--- src/rtl/muldiv_pkg.sv ---
// Shared encodings and helpers for the iterative multiply/divide unit.
package muldiv_pkg;

  typedef enum logic [1:0] {
    OP_MULT  = 2'b00,
    OP_MULTU = 2'b01,
    OP_DIV   = 2'b10,
    OP_DIVU  = 2'b11
  } op_e;

  typedef enum logic [1:0] {
    ST_IDLE = 2'b00,
    ST_CALC = 2'b01,
    ST_FIX  = 2'b10
  } state_e;

  function automatic int unsigned clog2(input int unsigned n);
    int unsigned r;
    int unsigned v;
    r = 0;
    v = n - 1;
    while (v > 0) begin
      r++;
      v = v >> 1;
    end
    return (r == 0) ? 1 : r;
  endfunction

endpackage

--- src/rtl/muldiv_negate.sv ---
// Conditional two's-complement negation, purely combinational.
module muldiv_negate #(
  parameter int unsigned WIDTH = 32
) (
  input  logic [WIDTH-1:0] value,
  input  logic             neg,
  output logic [WIDTH-1:0] result
);

  always_comb begin
    result = neg ? (~value + WIDTH'(1)) : value;
  end

endmodule

--- src/rtl/muldiv_unit.sv ---
// Iterative signed/unsigned multiply/divide producing HI/LO, one bit per cycle.
// Optional abort input enabled by defining MULDIV_ABORT_EN.
module muldiv_unit
  import muldiv_pkg::*;
#(
  parameter int unsigned WIDTH = 32
) (
  input  logic             clk,
  input  logic             reset,
  input  logic             start,
`ifdef MULDIV_ABORT_EN
  input  logic             abort,
`endif
  input  logic [1:0]       op,
  input  logic [WIDTH-1:0] a,
  input  logic [WIDTH-1:0] b,
  output logic             busy,
  output logic             done,
  output logic             div_zero,
  output logic [WIDTH-1:0] hi,
  output logic [WIDTH-1:0] lo
);

  localparam int unsigned CW = clog2(WIDTH);

  state_e             state_q, state_d;
  logic [CW-1:0]      cnt_q;
  logic [2*WIDTH-1:0] acc_q;
  logic [WIDTH-1:0]   opnd_q;
  logic               is_div_q, neg_lo_q, neg_hi_q;
  logic [WIDTH-1:0]   hi_q, lo_q;
  logic               done_q, dz_q;

  logic               abort_hit;
`ifdef MULDIV_ABORT_EN
  assign abort_hit = abort;
`else
  assign abort_hit = 1'b0;
`endif

  // op[0] set means unsigned, op[1] set means divide.
  logic             is_signed, a_neg, b_neg, zero_div;
  logic [WIDTH-1:0] a_mag, b_mag;

  assign is_signed = ~op[0];
  assign a_neg     = is_signed & a[WIDTH-1];
  assign b_neg     = is_signed & b[WIDTH-1];
  assign zero_div  = op[1] & (b == '0);

  muldiv_negate #(.WIDTH(WIDTH)) u_mag_a (.value(a), .neg(a_neg), .result(a_mag));
  muldiv_negate #(.WIDTH(WIDTH)) u_mag_b (.value(b), .neg(b_neg), .result(b_mag));

  // One iteration of shift-add multiply or restoring divide.
  logic [WIDTH:0]     add_sum, rem_shift, diff;
  logic [2*WIDTH-1:0] mul_next, div_next;

  always_comb begin
    add_sum   = {1'b0, acc_q[2*WIDTH-1:WIDTH]} + (acc_q[0] ? {1'b0, opnd_q} : '0);
    mul_next  = {add_sum, acc_q[WIDTH-1:1]};
    rem_shift = acc_q[2*WIDTH-1:WIDTH-1];
    diff      = rem_shift - {1'b0, opnd_q};
    div_next  = diff[WIDTH] ? {rem_shift[WIDTH-1:0], acc_q[WIDTH-2:0], 1'b0}
                            : {diff[WIDTH-1:0], acc_q[WIDTH-2:0], 1'b1};
  end

  // Result sign fixup: the wide instance handles the product or the quotient.
  logic [2*WIDTH-1:0] fix_in, fix_out;
  logic [WIDTH-1:0]   rem_out, res_hi, res_lo;

  assign fix_in = is_div_q ? {{WIDTH{1'b0}}, acc_q[WIDTH-1:0]} : acc_q;

  muldiv_negate #(.WIDTH(2 * WIDTH)) u_fix_lo (.value(fix_in), .neg(neg_lo_q), .result(fix_out));
  muldiv_negate #(.WIDTH(WIDTH)) u_fix_hi (
    .value (acc_q[2*WIDTH-1:WIDTH]),
    .neg   (neg_hi_q),
    .result(rem_out)
  );

  assign res_lo = fix_out[WIDTH-1:0];
  assign res_hi = is_div_q ? rem_out : fix_out[2*WIDTH-1:WIDTH];

  always_ff @(posedge clk) begin
    if (reset) begin
      state_q <= ST_IDLE;
    end else begin
      state_q <= state_d;
    end
  end

  always_comb begin
    state_d = state_q;
    unique case (state_q)
      ST_IDLE: if (start && !zero_div) state_d = ST_CALC;
      ST_CALC: if (cnt_q == '0) state_d = ST_FIX;
      ST_FIX:  state_d = ST_IDLE;
      default: state_d = ST_IDLE;
    endcase
    if (abort_hit && state_q != ST_IDLE) state_d = ST_IDLE;
  end

  always_comb begin
    busy     = (state_q != ST_IDLE);
    done     = done_q;
    div_zero = dz_q;
    hi       = hi_q;
    lo       = lo_q;
  end

  always_ff @(posedge clk) begin
    if (reset) begin
      cnt_q    <= '0;
      acc_q    <= '0;
      opnd_q   <= '0;
      is_div_q <= 1'b0;
      neg_lo_q <= 1'b0;
      neg_hi_q <= 1'b0;
      hi_q     <= '0;
      lo_q     <= '0;
      done_q   <= 1'b0;
      dz_q     <= 1'b0;
    end else begin
      done_q <= 1'b0;
      dz_q   <= 1'b0;
      unique case (state_q)
        ST_IDLE: begin
          if (start) begin
            if (zero_div) begin
              done_q <= 1'b1;
              dz_q   <= 1'b1;
            end else begin
              is_div_q <= op[1];
              neg_lo_q <= a_neg ^ b_neg;
              neg_hi_q <= op[1] & a_neg;
              opnd_q   <= op[1] ? b_mag : a_mag;
              acc_q    <= {{WIDTH{1'b0}}, (op[1] ? a_mag : b_mag)};
              cnt_q    <= CW'(WIDTH - 1);
            end
          end
        end
        ST_CALC: begin
          acc_q <= is_div_q ? div_next : mul_next;
          cnt_q <= cnt_q - CW'(1);
        end
        ST_FIX: begin
          if (!abort_hit) begin
            hi_q   <= res_hi;
            lo_q   <= res_lo;
            done_q <= 1'b1;
          end
        end
        default: ;
      endcase
    end
  end

endmodule
--- config.mk ---
export PLATFORM = sky130hd
export DESIGN_NAME = muldiv_unit
export DESIGN_NICKNAME = d
export VERILOG_FILES = /design/src/rtl/muldiv_pkg.sv /design/src/rtl/muldiv_negate.sv /design/src/rtl/muldiv_unit.sv
export SDC_FILE = /design/constraint.sdc
export NUM_CORES = 1
export LEC_CHECK = 0
export ABC_AREA = 1
export BUFFER_PORTS_ARGS = -buffer_cell sky130_fd_sc_hd__buf_2
export CAP_MARGIN = 10
export CORE_MARGIN = 5
export CORE_UTILIZATION = 30
export DETAILED_ROUTE_END_ITERATION = 8
export GPL_TIMING_DRIVEN = 0
export MAX_ROUTING_LAYER = met4
export PLACE_DENSITY_LB_ADDON = 0.3
export SLEW_MARGIN = 10
export SYNTH_ARGS = -nofsm -noshare
export SYNTH_HDL_FRONTEND = slang
export SYNTH_SLANG_ARGS = --single-unit
export TNS_END_PERCENT = 30
--- constraint.sdc ---
create_clock -name clk -period 3.39 [get_ports clk]
set_input_delay 0.1695 -clock clk [delete_from_list [all_inputs] [get_ports clk]]
set_output_delay 0.1695 -clock clk [all_outputs]
set_load 0.01 [all_outputs]
==> results of run 1 <==
per-stage QoR:
stage | std cells | utilization [%] | instance area (sq um)
after global placement | 4026 | 33.2 | 19100
after global routing | 4061 | 34.3 | 19800
after floorplan | 3127 | - | 17500
after CTS | 4061 | 34.3 | 19800
final | 4062 | 34.3 | 19800
after detailed placement | 4026 | 33.2 | 19100
how the worst min path moves through the flow:
| stage | end | startpoint | slack (ps) |
|---|---|---|---|
| floorplan | div_zero | start | 330 |
| global placement | cnt_q[4] | cnt_q[4] | 450 |
| detailed placement | cnt_q[4] | cnt_q[4] | 460 |
| CTS | opnd_q[2] | b[2] | 40 |
| global route | opnd_q[2] | b[2] | 70 |
| finish | opnd_q[2] | b[2] | 50 |
worst min-delay path, cell delays in order:
cell     delay, ps
buf_2          100
xor2_1         100
nand2_1         60
a31oi_1         70
area by class of cell:
cell class,instances,area share [%]
antenna,1,0.0126
buffer,110,2.49
clock buffer,18,2.17
clock inverter,14,0.998
inverter,464,8.80
multi-input combinational,2381,59.8
sequential,172,17.4
tap,765,4.83
timing repair buffer,137,3.54
report_power, final:
group          internal [W]  total, W  leakage (nW)  switching, W
logic               0.00104   0.00355          8.26       0.00251
registers           0.00215   0.00238          1.40      0.000230
clock network       0.00119   0.00221         0.302       0.00102
placed cells by master (no fill, tap or decap), drive strengths merged, types with 70 or more instances in the layout:
master / Yosys / layout
nor2: 349 / 349
o21ai: 253 / 253
nand2: 924 / 924
inv: 460 / 467
nand3: 221 / 221
a21oi: 239 / 239
dfxtp: 172 / 172
xor2: 78 / 78
buf: 39 / 173
clkbuf: 71 / 89
ha: 70 / 70
per-layer routing:
metal / up-vias / part of all wire, % / global-route usage, %
li1: 10394 / - / -
met1: 9870 / 45 / 35.2
met2: 891 / 43 / 39.4
met3: 147 / 7.8 / 3.70
met4: 0 / 4.0 / 9.65
met5: - / 0 / -
cells by family (layout without fill, tap and decap cells):
family	count (synthesis)	in the layout	synth area share, %
AND/OR/NAND/NOR	1625	1625	39.1
AO/OA/AOI/OAI	584	584	18.2
buffers and inverters	574	743	12.7
flip-flops	172	172	19.7
XOR/XNOR	100	100	5.00
adder cells (fa/ha/maj)	72	72	5.23
other	0	1	0
sequential cells by signal (all words and copies together), names as in the netlist:
register and flops:
acc_q 64, cnt_q 5, div_zero 1, done 1, hi 32, is_div_q 1
lo 32, neg_hi_q 1, neg_lo_q 1, opnd_q 32, state_q 2
what timing repair did:
action                                  in CTS  in global routing
hold buffers                                 3                  0
endpoints found under the hold margin        3                  0
gates resized for setup                      2                 10
endpoints found under the setup margin      10                 22
==> results.yml, run 1 <==
clocking:
  insertion_delay_ps: 510
  cts_tree: "yes"
  cts_made_buffers: 17
  clk_pin_slew_ps: 80
  postCtsSetupRepairBufs: 0
  ctsRootBufferMaster: "clkbuf_16"
  htree_levels: 4
  cts.path.max_buffers: 2
  cts.sinks: 172
synth:
  synth.top_cell.area_share_pct: 19.7
  yosysUniqueCellTypes: 54
  yosys-top-cells-count: "nand2_1 (909), inv_1 (453), nor2_1 (336)"
  ys_seq_area_share_pct: 19.7
  synth_most_common_cell: "nand2_1"
  syn_nets: 3268
  ys_seq_elements: 172
  synth_area_per_cell_sq_um: 5.60
  syn_inst: 3127
  synth_flop_cell: "dfxtp_1"
  async_flop_share_pct: 0
  yosysTopAreaCell: "dfxtp_1"
  ys_top_cells_by_area: "dfxtp_1 (20%), nand2_1 (19%), inv_1 (9.7%)"
  synth_edf_count: 0
  syn_area_sq_mm: 0.0175
  yosys_warnings: 0
floorplanning:
  die_h_um: 252
  core-area_sq_mm: 0.0577
  num_rows: 88
  die-area_sq_mm: 0.0633
  fp.dieW_um: 252
  start_util_pct: 30.3
  io_pins: 136
timing:
  setup_tns_ps: 0
  setup-violations-final: 0
  hold_viol: 0
  finClkSkew_ps: 16.2
  setup_ws_ps: 185
  hold_slack_ps: 45.3
  slew_viol_final: 0
  tightest_slew_ps: 918
  fin_crit_sh_pct: 94.5
  min_period_ps: 3200
  maxSlewHeadroom_pct: 38.8
  max_freq_mhz: 312
placement:
  dp_hpwl_um: 68300
  gp_congestion: 1.04
  pre_cts_slack_ps: -374
  io_buffers: 134
setup_path:
  slowest_delay_ps: 480
  cp_max_fo: 10
  reg2reg_from: "acc_q[0]"
  endpoint: "acc_q[41]"
  cp_top_family: "simple AND/OR/NAND/NOR gates"
  crit_required_ps: 3830
  worst_setup_path_start_kind: "flop"
  critPathKind: "flop to flop"
  critPathSlowestCell: "fa_1"
  crit_buf_inv: 4
  r2r-end: "acc_q[41]"
  cp_common_cell: "nand2_1"
  cp_num_cells: 17
  path_cells: "clkbuf_4 -> buf_4 -> nand2_1 -> inv_1 -> ha_1 -> inv_1 -> fa_1 -> o21ai_4 -> nand2_1 -> nand2_1 -> nand2_1 -> nand2_1 -> nor2_1 -> o21ai_0 -> nand2_1 -> nand3b_1 -> a21oi_1"
  cp.arrival_ps: 3640
  rr_worst_depth: 17
  critPathCaptureType: "flop"
  crit_path_start: "acc_q[0]"
  r2r_slack_ps: 190
job:
  drv_cap: 0
grt:
  grt-ovfl-total: 0
  grt_max_degree: 18
  grt_usage_pct: 26.0
  grt_pass1_wl_um: 123000
  antenna_found_initial: 0
  grt_pass1_vias: 19846
finish:
  drive_above_1_share_pct: 7.92
  fillerInstances: 6707
  nets: 3424
  regArea_sq_mm: 0.00345
  multi_input_area_sq_mm: 0.0118
  area_growth_pct: 13.2
routing:
  post_drt_wl_per_cell_um: 20.4
  drc: 0
  ant_nets: 0
  firstDrtPassIters: 6
  drtIter0Drc: 2321
  wl_um: 82700
  routed_via_density: 5.24
  vias: 21302
pwr:
  p_leak_nw: 9.96
  max-vdd-ir-drop_mv: 0.451
  power_w: 0.00814
  power_density_mw_per_mm2: 411
hold_path:
  hp-class: "input pin to flop"
  holdPathStages: 4
run_status:
  status: "finished, final reports clean"
Note: power is estimated with default switching activity, not from simulation.
==> run 2: changes to the inputs <==
Settings changed: MAX_ROUTING_LAYER met4 to default.
==> results.yml, run 2 (synthesized netlist as in run 1, its figures left out) <==
placement:
  pre_cts_slack_ps: -374
  io_buffers: 134
  gp_congestion: 1.02
  placed_area_sq_mm: 0.0191
  dp_hpwl_um: 67700
routing:
  routed_via_density: 5.20
  vias: 21139
  post_drt_wl_per_cell_um: 20.2
  drtIter0Drc: 2428
  wl_um: 82100
  drc: 0
  ant_nets: 0
  firstDrtPassIters: 6
clocking:
  cts.sinks: 172
  clk_pin_slew_ps: 70
  cts_made_buffers: 17
  insertion_delay_ps: 500
  ctsRootBufferMaster: "clkbuf_16"
  cts_tree: "yes"
  htree_levels: 4
  cts.path.max_buffers: 2
finish:
  area_growth_pct: 13.1
  mostFrequentLayoutCells: "nand2_1 (909), inv_1 (453), nor2_1 (336)"
  finish.utilization_pct: 34.3
  nets: 3425
  final_common_cell: "nand2_1"
  largest_reg_flops: 64
  regMostFlops: "acc_q"
  fin_area_sq_mm: 0.0198
  drive_above_1_share_pct: 7.86
setup_path:
  crit_required_ps: 3800
  critPathKind: "flop to flop"
  endpoint: "acc_q[63]"
  critPathCaptureType: "flop"
  r2r_slack_ps: 190
  reg2reg_from: "acc_q[31]"
  cp_max_fo: 10
  crit_path_start: "acc_q[31]"
  worst_setup_path_start_kind: "flop"
  cp.arrival_ps: 3610
  rr_worst_depth: 19
  r2r-end: "acc_q[63]"
floorplanning:
  die-area_sq_mm: 0.0633
  start_util_pct: 30.3
  fp.dieW_um: 252
  core-area_sq_mm: 0.0577
  die_h_um: 252
  num_rows: 88
  io_pins: 136
pwr:
  power_density_mw_per_mm2: 407
  p_leak_nw: 9.96
  power_w: 0.00805
  max-vdd-ir-drop_mv: 0.409
timing:
  maxSlewHeadroom_pct: 33.6
  tightest_slew_ps: 996
  finClkSkew_ps: 18.7
  max_freq_mhz: 312
  slew_viol_final: 0
  setup_ws_ps: 189
  hold_slack_ps: 72.9
  min_period_ps: 3200
  hold_viol: 0
  fin_crit_sh_pct: 94.4
  rsz0062_at_grt: "no"
  setup-violations-final: 0
grt:
  grt_pass1_wl_um: 122000
  grt_usage_pct: 25.2
  grt_pass1_vias: 19954
  antenna_found_initial: 0
  grt_max_degree: 18
  grt-ovfl-total: 0
job:
  drv_cap: 0
run_status:
  status: "finished, final reports clean"
hold_path:
  hp-class: "input pin to flop"
## run 2: changes by cell type in the layout (fill, tap and decap cells not counted)
cell,previous run,this run
buf_4,4,5
clkinv_4,0,1
clkinv_8,1,0
clkinvlp_4,2,0
dfxtp_1,170,171
dfxtp_2,2,1
inv_4,1,0
inv_6,3,7
inv_8,4,2
o21ai_1,10,11
o21ai_4,3,2
## run 2: per-layer routing
layer | global-route usage, % | wire length, um | vias up
met4 | 10.8 | 3920 | 0
met5 | 0 | 0 | -
li1 | - | - | 10378
met3 | 4.96 | 6690 | 165
met2 | 38.5 | 35100 | 900
met1 | 34.6 | 36400 | 9696
## run 2: critical path, stage by stage (launching register included)
cell,delay (ps)
dfxtp_1,420
inv_1,170
ha_1,300
fa_1,460
inv_1,90
nand2_1,50
nand2_1,120
nand3_1,110
nand2_2,130
nand2_1,80
nand2_2,120
nand2_4,90
nand2_4,80
nand2_4,60
nand2_4,160
buf_6,170
nand3_1,100
nand3_1,80
nand2_1,180
a21oi_1,170
## run 2: layout make-up
type / instances / area, sq um
clock inverter: 13 / 179
antenna: 1 / 2.50
timing repair buffer: 139 / 716
buffer: 109 / 487
inverter: 464 / 1750
multi-input combinational: 2381 / 11800
fill: 6703 / 37900
clock buffer: 18 / 429
tap: 765 / 957
sequential: 172 / 3440
## run 2: repair_timing
action / 4_1_cts / 5_1_grt
gates cloned: 0 / 0
resized for setup: 1 / 5
endpoints found under the setup margin: 6 / 14
endpoints found under the hold margin: 3 / 0
hold buffers: 3 / 0
setup buffers: 0 / 2
pin swaps: 0 / 1
## run 2: through the flow
step | setup TNS [ps] | instances
final | 0 | 4062
after global routing | 0 | 4061
after CTS | 0 | 4059
after detailed placement | -1040 | 4026
after global placement | -932 | 4026
after floorplan | 0 | 3127
## run 2: worst min path at each step
stage / from / endpoint / slack, ps / depth (start not counted)
6_report: b[2] / opnd_q[2] / 70 / 4
3_3_place_gp: cnt_q[4] / cnt_q[4] / 450 / 2
2_1_floorplan: start / div_zero / 330 / 2
4_1_cts: b[18] / opnd_q[18] / 30 / 4
5_1_grt: b[2] / opnd_q[2] / 100 / 4
3_5_place_dp: cnt_q[0] / cnt_q[0] / 460 / 2
## run 2: power breakdown
part	leakage, nW	switching [W]	internal (W)
registers	1.40	0.000230	0.00215
clock network	0.300	0.000979	0.00118
logic	8.26	0.00247	0.00104
total	9.96	0.00368	0.00437
==> run 3: changes to the inputs <==
Settings changed: CORE_UTILIZATION 30 to 63, SYNTH_HIERARCHICAL from default to 1.
==> results.yml, run 3 <==
routing:
  vias: 23885
  drc: 0
  drtIter0Drc: 3521
  firstDrtPassIters: 8
  ant_nets: 0
  routed_via_density: 5.94
  wl_um: 74700
  post_drt_wl_per_cell_um: 18.6
setup_path:
  worst_setup_path_start_kind: "flop"
  crit_required_ps: 3740
  critPathKind: "flop to flop"
  critPathCaptureType: "flop"
  cp.arrival_ps: 3590
  cp_max_fo: 10
  r2r_slack_ps: 150
placement:
  io_buffers: 134
  gp_congestion: 1.13
  dp_hpwl_um: 59600
  placed_area_sq_mm: 0.0203
  pre_cts_slack_ps: -57.7
floorplanning:
  core-area_sq_mm: 0.0298
  fp.dieW_um: 184
  num_rows: 63
  start_util_pct: 64.2
  die_h_um: 184
  die-area_sq_mm: 0.0340
  io_pins: 136
finish:
  fillerInstances: 2777
  largest_reg_flops: 64
  mostFrequentLayoutCells: "nand2_1 (1066), nor2_1 (493), inv_1 (431)"
  nets: 3761
  area_growth_pct: 9.38
  final_common_cell: "nand2_1"
  fin_area_sq_mm: 0.0209
  antenna_cells: 0
  regMostFlops: "acc_q"
  drive_above_1_share_pct: 10.5
timing:
  rsz0062_at_grt: "no"
  slew_viol_final: 0
  finClkSkew_ps: 14.7
  min_period_ps: 3240
  maxSlewHeadroom_pct: 31.7
  hold_slack_ps: 38.3
  setup_tns_ps: 0
  setup_ws_ps: 148
  setup-violations-final: 0
  tightest_slew_ps: 1020
  hold_viol: 0
  max_freq_mhz: 308
  fin_crit_sh_pct: 95.6
clocking:
  htree_levels: 4
  postCtsSetupRepairBufs: 0
  ctsRootBufferMaster: "clkbuf_16"
  cts_tree: "yes"
  ctsHoldBuffers: 0
  cts.path.max_buffers: 2
  cts.sinks: 172
  clk_pin_slew_ps: 80
  insertion_delay_ps: 470
  cts_made_buffers: 17
  cts_resized: 3
synth:
  synth_most_common_cell: "nand2_1"
  ys_top_cells_by_area: "nand2_1 (21%), dfxtp_1 (18%), nor2_1 (9.7%)"
  ys_seq_elements: 172
  syn_inst: 3468
  syn_nets: 3609
  synth_flop_cell: "dfxtp_1"
  synth_edf_count: 0
  yosysTopAreaCell: "nand2_1"
  synth.top_cell.area_share_pct: 20.9
  yosys_warnings: 6
  ys_seq_area_share_pct: 18.0
  yosys-top-cells-count: "nand2_1 (1066), nor2_1 (493), inv_1 (431)"
  syn_area_sq_mm: 0.0191
  async_flop_share_pct: 0
  yosysUniqueCellTypes: 48
  synth_area_per_cell_sq_um: 5.52
job:
  drv_cap: 0
grt:
  antenna_found_initial: 3
  grt_pass1_vias: 21685
  grt_usage_pct: 42.8
  grt-ovfl-total: 0
  grt_max_degree: 20
  grt_pass1_wl_um: 115000
run_status:
  status: "finished, final reports clean"
pwr:
  p_leak_nw: 11.0
  power_density_mw_per_mm2: 369
  max-vdd-ir-drop_mv: 0.529
hold_path:
  hp-class: "input pin to flop"
## run 3: cell count changes in the layout (fill, tap and decap cells not counted), moves of 22 or more
| cell | previous run | this run |
|---|---|---|
| o211ai_1 | 20 | 45 |
| xor2_1 | 78 | 40 |
| o21ai_0 | 236 | 277 |
| a21oi_1 | 238 | 204 |
| nor2_2 | 9 | 37 |
| nor2_1 | 336 | 493 |
| inv_1 | 453 | 431 |
| nand2_1 | 909 | 1066 |
| xnor2_1 | 22 | 55 |
| nand2_2 | 10 | 34 |
## run 3: path summary, 6_finish.rpt
check / from / endpoint / depth (start not counted)
setup reg to reg: is_div_q / hi[3] / 13
setup / recovery: is_div_q / hi[3] / 13
hold reg to reg: cnt_q[1] / cnt_q[1] / 2
hold / removal: start / div_zero / 5
## run 3: final cells by class
cell class | instances | area (sq um) | area share (%)
Multi-Input combinational cell | 2725 | 13400 | 64.1
Inverter | 443 | 1680 | 8.02
Clock buffer | 17 | 425 | 2.03
Buffer | 127 | 602 | 2.88
Timing Repair Buffer | 134 | 671 | 3.20
Tap cell | 390 | 488 | 2.33
Sequential cell | 172 | 3440 | 16.5
Clock inverter | 15 | 199 | 0.950
## run 3: kinds of logic after synthesis
group	share of synthesized area, %
AOI/OAI and AO/OA	16.7
xor gates and xnor gates	4.35
adders and majority gates	4.79
buffers and inverters	11.9
DFF	18.0
and+or+nand+nor	44.2
## run 3: metrics by stage
| stage | instances | util, % | power (W) |
|---|---|---|---|
| detailed placement | 3992 | 68.1 | 0.00546 |
| floorplan | 3468 | - | 0.00452 |
| global route | 4023 | 70.2 | 0.00806 |
| finish | 4023 | 70.2 | 0.00772 |
| CTS | 4024 | 70.2 | 0.00753 |
| global placement | 3992 | 68.1 | 0.00540 |
## run 3: power by group
group          total (W)  internal (W)  leakage, nW  switching (W)
clock network    0.00211       0.00107        0.300        0.00104
registers        0.00235       0.00215         1.40       0.000202
logic            0.00326      0.000994         9.26        0.00227
## run 3: layer usage
layer | vias up | track usage, % | part of all wire [%]
met2 | 1668 | 64.4 | 41
met5 | - | 0 | 0.040
met3 | 340 | 9.89 | 13
li1 | 11289 | - | -
met1 | 10584 | 56.2 | 38
met4 | 4 | 25.0 | 6.8
## run 3: worst max-delay path, cell delays in order, from the launching register on
cell and delay [ps]:
dfxtp_1 310, clkbuf_1 290, buf_2 370, buf_1 390, nor2_1 230, inv_1 130
nand3_1 170, nor2_1 290, nand2_1 90, nand2_1 240, nand2_1 110, xor2_1 190
a21oi_1 230, a21oi_1 80
